$ cat config.mk
export PLATFORM = sky130hd
export DESIGN_NAME = upsampler
export DESIGN_NICKNAME = d
export VERILOG_FILES = /design/src/rtl/upsampler.sv
export SDC_FILE = /design/constraint.sdc
export NUM_CORES = 1
export LEC_CHECK = 0
export ABC_AREA = 1
export CAP_MARGIN = 30
export CELL_PAD_IN_SITES_DETAIL_PLACEMENT = 0
export CELL_PAD_IN_SITES_GLOBAL_PLACEMENT = 2
export CORE_ASPECT_RATIO = 0.7
export CORE_MARGIN = 10
export CORE_UTILIZATION = 33
export DETAILED_ROUTE_END_ITERATION = 12
export PLACE_DENSITY_LB_ADDON = 0.1
export SLEW_MARGIN = 10
export SYNTH_ARGS = -nofsm -noshare
export SYNTH_HDL_FRONTEND = slang
export SYNTH_SLANG_ARGS = --single-unit
$ cat constraint.sdc
create_clock -name clk -period 2.2 [get_ports clk]
set_clock_uncertainty 0.05 [all_clocks]
set_input_delay 0.44 -clock clk [delete_from_list [all_inputs] [get_ports clk]]
set_output_delay 0.44 -clock clk [all_outputs]
set_load 0.005 [all_outputs]
$ cat src/rtl/upsampler.sv
// Interpolating upsampler front end: buffers low-rate samples in a small FIFO and
// emits one sample per CIC_R output slots, zero-stuffed or held between them.
module upsampler #(
    parameter int DATA_WIDTH_INP = 8,
    parameter int CIC_R          = 4,
    parameter int HOLD_MODE      = 0,
    parameter int FIFO_DEPTH     = 2
) (
    input  logic                            clk,
    input  logic                            reset_n,
    input  logic                            clear,
    input  logic [DATA_WIDTH_INP-1:0]       inp_samp_data,
    input  logic                            inp_samp_str,
    input  logic                            out_tick,
    output logic [DATA_WIDTH_INP-1:0]       out_samp_data,
    output logic                            out_samp_str,
    output logic                            overflow,
    output logic                            underflow,
    output logic [$clog2(FIFO_DEPTH):0]     fifo_level
);

    localparam int DW = DATA_WIDTH_INP;
    localparam int PW = (CIC_R > 1) ? $clog2(CIC_R) : 1;
    localparam int AW = (FIFO_DEPTH > 1) ? $clog2(FIFO_DEPTH) : 1;
    localparam int LW = $clog2(FIFO_DEPTH) + 1;

    logic [DW-1:0] mem_q [FIFO_DEPTH];
    logic [AW-1:0] wr_ptr_q, wr_ptr_d;
    logic [AW-1:0] rd_ptr_q, rd_ptr_d;
    logic [LW-1:0] level_q, level_d;
    logic [PW-1:0] phase_q, phase_d;
    logic [DW-1:0] held_q, held_d;
    logic [DW-1:0] data_q, data_d;
    logic          str_q, str_d;
    logic          ovf_q, ovf_d;
    logic          udf_q, udf_d;

    logic          empty, full, phase_zero, pop, push;
    logic [DW-1:0] head;
    logic [PW-1:0] phase_next;

    always_comb begin
        empty      = (level_q == '0);
        full       = (level_q == LW'(FIFO_DEPTH));
        phase_zero = (phase_q == '0);
        head       = mem_q[rd_ptr_q];
        phase_next = (phase_q == PW'(CIC_R - 1)) ? '0 : phase_q + PW'(1);
        // A same-cycle write never feeds the read: pop depends only on registered level.
        pop        = !clear && out_tick && phase_zero && !empty;
        push       = !clear && inp_samp_str && (!full || pop);

        wr_ptr_d = wr_ptr_q;
        rd_ptr_d = rd_ptr_q;
        level_d  = level_q;
        phase_d  = phase_q;
        held_d   = held_q;
        data_d   = data_q;
        str_d    = out_tick;
        ovf_d    = ovf_q | (inp_samp_str && full && !pop);
        udf_d    = udf_q | (out_tick && phase_zero && empty);

        if (push) wr_ptr_d = wr_ptr_q + AW'(1);
        if (pop)  rd_ptr_d = rd_ptr_q + AW'(1);

        case ({push, pop})
            2'b10:   level_d = level_q + LW'(1);
            2'b01:   level_d = level_q - LW'(1);
            default: level_d = level_q;
        endcase

        if (out_tick) begin
            if (phase_zero) begin
                if (!empty) begin
                    data_d  = head;
                    held_d  = head;
                    phase_d = phase_next;
                end else begin
                    data_d  = '0;
                end
            end else begin
                data_d  = (HOLD_MODE != 0) ? held_q : '0;
                phase_d = phase_next;
            end
        end

        if (clear) begin
            wr_ptr_d = '0;
            rd_ptr_d = '0;
            level_d  = '0;
            phase_d  = '0;
            held_d   = '0;
            data_d   = '0;
            str_d    = 1'b0;
            ovf_d    = 1'b0;
            udf_d    = 1'b0;
        end
    end

    always_ff @(posedge clk or negedge reset_n) begin
        if (!reset_n) begin
            wr_ptr_q <= '0;
            rd_ptr_q <= '0;
            level_q  <= '0;
            phase_q  <= '0;
            held_q   <= '0;
            data_q   <= '0;
            str_q    <= 1'b0;
            ovf_q    <= 1'b0;
            udf_q    <= 1'b0;
        end else begin
            wr_ptr_q <= wr_ptr_d;
            rd_ptr_q <= rd_ptr_d;
            level_q  <= level_d;
            phase_q  <= phase_d;
            held_q   <= held_d;
            data_q   <= data_d;
            str_q    <= str_d;
            ovf_q    <= ovf_d;
            udf_q    <= udf_d;
        end
    end

    // Storage needs no reset: entries are only read while the level says they are valid.
    always_ff @(posedge clk) begin
        if (push) mem_q[wr_ptr_q] <= inp_samp_data;
    end

    assign out_samp_data = data_q;
    assign out_samp_str  = str_q;
    assign overflow      = ovf_q;
    assign underflow     = udf_q;
    assign fifo_level    = level_q;

endmodule

# Word-level counts from Yosys, hierarchy flattened
# Memory sizes are Yosys's and may differ from the RTL's.
# Index checks and enable logic that the tools add are counted.
# totals
register_bits,17
ram_bits,16
inputBits,13
output_inout_bits,13
elab_cells,62
n_memories,1
# op_classes
n_addsub,5
n_eq_ne,5
mux,20
n_bitwise,2
n_reduce_logical,21
# mem_list
memory,words,width,read_ports,rd_ports_with_merged_regs,write_ports,line_no,text
mem_q,2,8,1,0,1,27,logic [DW-1:0] mem_q [FIFO_DEPTH];
# op_table
op,n
8-bit two-way mux,4
2-bit two-way mux,6
1-bit logical AND,9
1-bit two-way mux,9
"2-bit equality test, second input constant",3
2-bit nonzero test,3
"2-bit by 1-bit adder with 2-bit output, second input constant",2
1-bit logical NOT,4
2-bit logical NOT,2
2-bit one-hot mux with 2 select lines,1
"3-bit != test, second input constant",1
3-bit nonzero test,1
"1-bit adder, second input constant",2
"2-bit by 1-bit equality test with 1-bit output, second input constant",1
1-bit bitwise OR,2
2-bit AND reduction,1
"2-bit by 1-bit subtractor with 2-bit output, second input constant",1
1-bit logical OR,1

# Logic depth before layout (Yosys ltp)
# logic_depth
depth_word,9
depth_mapped,9
mapped_depth_nobuf,9

# Worst setup path after synthesis
# Ideal clock, no wire load.
# synth_path
kind,reg2reg
start,register phase_q[0]
end,memory mem_q[1][0] (netlist bit) (enable)
setup_time_ps,371
arrival_time_ps,1313
t_required_ps,1779
slack_ps,467
stages_incl_launch_ff,7
n_path_buf,0
synth_period_minus_slack_ps,1733
cell_sequence,dfrtp_1 -> inv_1 -> ha_1 -> nand3_1 -> nand3_1 -> nand2_1 -> nor2_1
# synth_via
elab_chain_cells,7
# synth_rtl
item,line_no,text
from (decl),31,"logic [PW-1:0] phase_q, phase_d;"
from (signal assigned),114,phase_q <= phase_d;
2-bit logical NOT,45,phase_zero = (phase_q == '0);
1-bit logical AND (2 in series),49,pop = !clear && out_tick && phase_zero && !empty;
1-bit logical OR,50,push = !clear && inp_samp_str && (!full || pop);
1-bit logical AND,50,
1-bit two-way mux,125,if (push) mem_q[wr_ptr_q] <= inp_samp_data;
1-bit two-way mux (implied by the code),125,
to (decl),27,
# No other way between the ends.

# Final worst setup path
# layout_path
start,"register level_q[1], in the netlist fifo_level[1]"
end,output port fifo_level[1]
# layout_rtl
item,line_no,text
from (decl),30,"logic [LW-1:0] level_q, level_d;"
from (signal assigned),113,level_q <= level_d;
to (decl),19,output logic [$clog2(FIFO_DEPTH):0] fifo_level
# No word-level cell between the ends.

==> results.cfg <==
[drt]
drt-initial-drc-count = 44
wl_microns = 2830
vias_per_cell = 4.50
drt-pass1-iter-count = 4
postRouteAntennaNets = 0
wire_per_inst_microns = 14.0
vias = 910
post-route-drc-count = 0

[sta]
tns_ns = 0
finalMaxSlewViolations = 0
hold_viol = 0
relSlewSlack_pct = 66.9
layout_setup_ws_ns = 0.461
grt_setup_unrepaired = false
worst_pin_slew_ns = 0.497
period_needed_ns = 1.74
period_share_pct = 79.0
setup_violations = 0
worst_hold_slack_ns = 0.433
fmax_mhz = 575

[synthesis]
syn_nets = 128
ys_warn_count = 0
ys_types = 21
synth_cells = 113
ys_seq_elements = 33
syn-cell-area_sq_um = 1360
yosysSeqAreaShare_pct = 66.6
synth_area_per_cell_sq_um = 12.0

[power]
leakage_nw = 0.722
power_density_nw_per_um2 = 838
total_power_mw = 1.50
power.ir.vdd_worst_mv = 0.454

[global_routing]
grt_start_max_net_pins = 18
grt_pass1_wl_microns = 4910
grt_pass1_vias = 937
overflow = 0
antenna_found_initial = 0
grtUsageTotal_pct = 8.79

[clock_network]
htree_levels = 2
clock-sinks = 33
post_cts.repair.setup_buffers = 0
clock-root-buffer = clkbuf_8
clk_path_buf_depth = 2
clk_latency_ns = 0.28
postCtsHoldBufs = 0
ctsResizeCount = 0
cts_tree = yes
numCtsBuffers = 5
path_clk_slew_ns = 0.06

[flow_run]
cap_violations = 0

[placed_design]
place_ws_ns = 0.211
port_buffers = 25
dp_hpwl_microns = 2120
routabilityCongestion = 0.763

[worst_hold_path]
holdCritPathClass = reg2reg
hold_path_depth = 2

[critical_path]
path_depth = 1
end_kind = output pin
arrival_ns = 1.25
critPathLaunchType = register
crit_type = reg2out
slowest_delay_ns = 0.54
r2r_cells = 7
critPathRequiredTime_ns = 1.71
critPathTopFamily = buffers and inverters
slowest_stage = clkdlybuf4s50_1
path_max_fanout = 6
crit_chain = clkdlybuf4s50_1
critPathBufInv = 1

[cells_and_area]
post_route_cells_drive_above_1_share_pct = 15.3
diodes = 0
final_nets = 164
final_common_cell = clkdlybuf4s50_1
final_util_pct = 45.5
area_growth_syn_to_layout_pct = 31.9
mostFrequentLayoutCells = 25 x clkdlybuf4s50_1, 21 x nand2_1, 17 x dfrtp_1

[status]
status = finished clean

[floorplanning]
ios = 26
fp.dieW_microns = 96.7
fp.dieH_microns = 73.7
coreArea_sq_um = 3950
die_area_sq_um = 7130
rows = 19
initial_core_util_pct = 34.5
## sequential cells by signal, indices dropped and copies added, names as in the netlist
name	count
phase_q	2
wr_ptr_q	1
overflow	1
underflow	1
out_samp_data	8
rd_ptr_q	1
mem_q	16
out_samp_str	1
fifo_level	2
## where the power goes
group	switching (mW)	total, mW	internal, mW
combinational	0.146	0.290	0.144
clock	0.197	0.452	0.255
sequential	0.0474	0.761	0.714
total	0.391	1.50	1.11
## layer usage
metal | global-route usage, % | wire length [microns] | share of wire (%)
met1 | 10.7 | 1390 | 49
met2 | 12.6 | 1200 | 42
met3 | 4.03 | 182 | 6.4
met4 | 4.89 | 60 | 2.1
met5 | 0 | 0 | 0
## cell usage after synthesis (all sizes together)
library cell  instances  area [sq um]
o22ai                 1          6.26
buf                   2          16.3
mux2i                 8          80.1
edfxtp               16           480
nor2                  8          42.5
inv                   9          33.8
dfrtp                17           425
nand4                 2          12.5
a21oi                 2          10.0
a31oi                 1          6.26
or2                   1          6.26
nand3                 9          60.1
nand2                22          90.1
ha                    2          25.0
o21ai                13          65.1
## path summary, 6_finish.rpt
check                      slack, ns                to             start
max                             0.46     fifo_level[1]     fifo_level[1]
min                             0.43  out_samp_data[4]  out_samp_data[4]
max reg2reg                     0.49       mem_q[1][1]        phase_q[0]
min reg2reg                     0.43  out_samp_data[4]  out_samp_data[4]
max in group asynchronous       1.46  out_samp_data[1]           reset_n
min in group asynchronous       0.44  out_samp_data[0]           reset_n
## layout make-up
| cell class | count | area (sq um) |
|---|---|---|
| Tap cell | 52 | 65.1 |
| Sequential cell | 33 | 906 |
| Timing Repair Buffer | 31 | 295 |
| Fill cell | 390 | 2150 |
| Inverter | 9 | 33.8 |
| Multi-Input combinational cell | 69 | 404 |
| Clock buffer | 8 | 90.1 |
## cells by family (layout without fill, tap and decap cells)
family / after synthesis / in the layout / synth area share (%)
multiplexers: 8 / 8 / 5.89
adder cells (fa/ha/maj): 2 / 2 / 1.84
flip-flops: 33 / 33 / 66.6
AND/OR/NAND/NOR: 42 / 42 / 15.5
buffers and inverters: 11 / 48 / 3.68
AO/OA/AOI/OAI: 17 / 17 / 6.44
## per-stage QoR
step	instance area, sq um	std cells
after detailed placement	1700	194
after CTS	1790	202
after floorplan	1360	113
after global placement	1700	194
after global routing	1790	202
final	1790	202
Note: power is estimated with default switching activity, not from simulation.
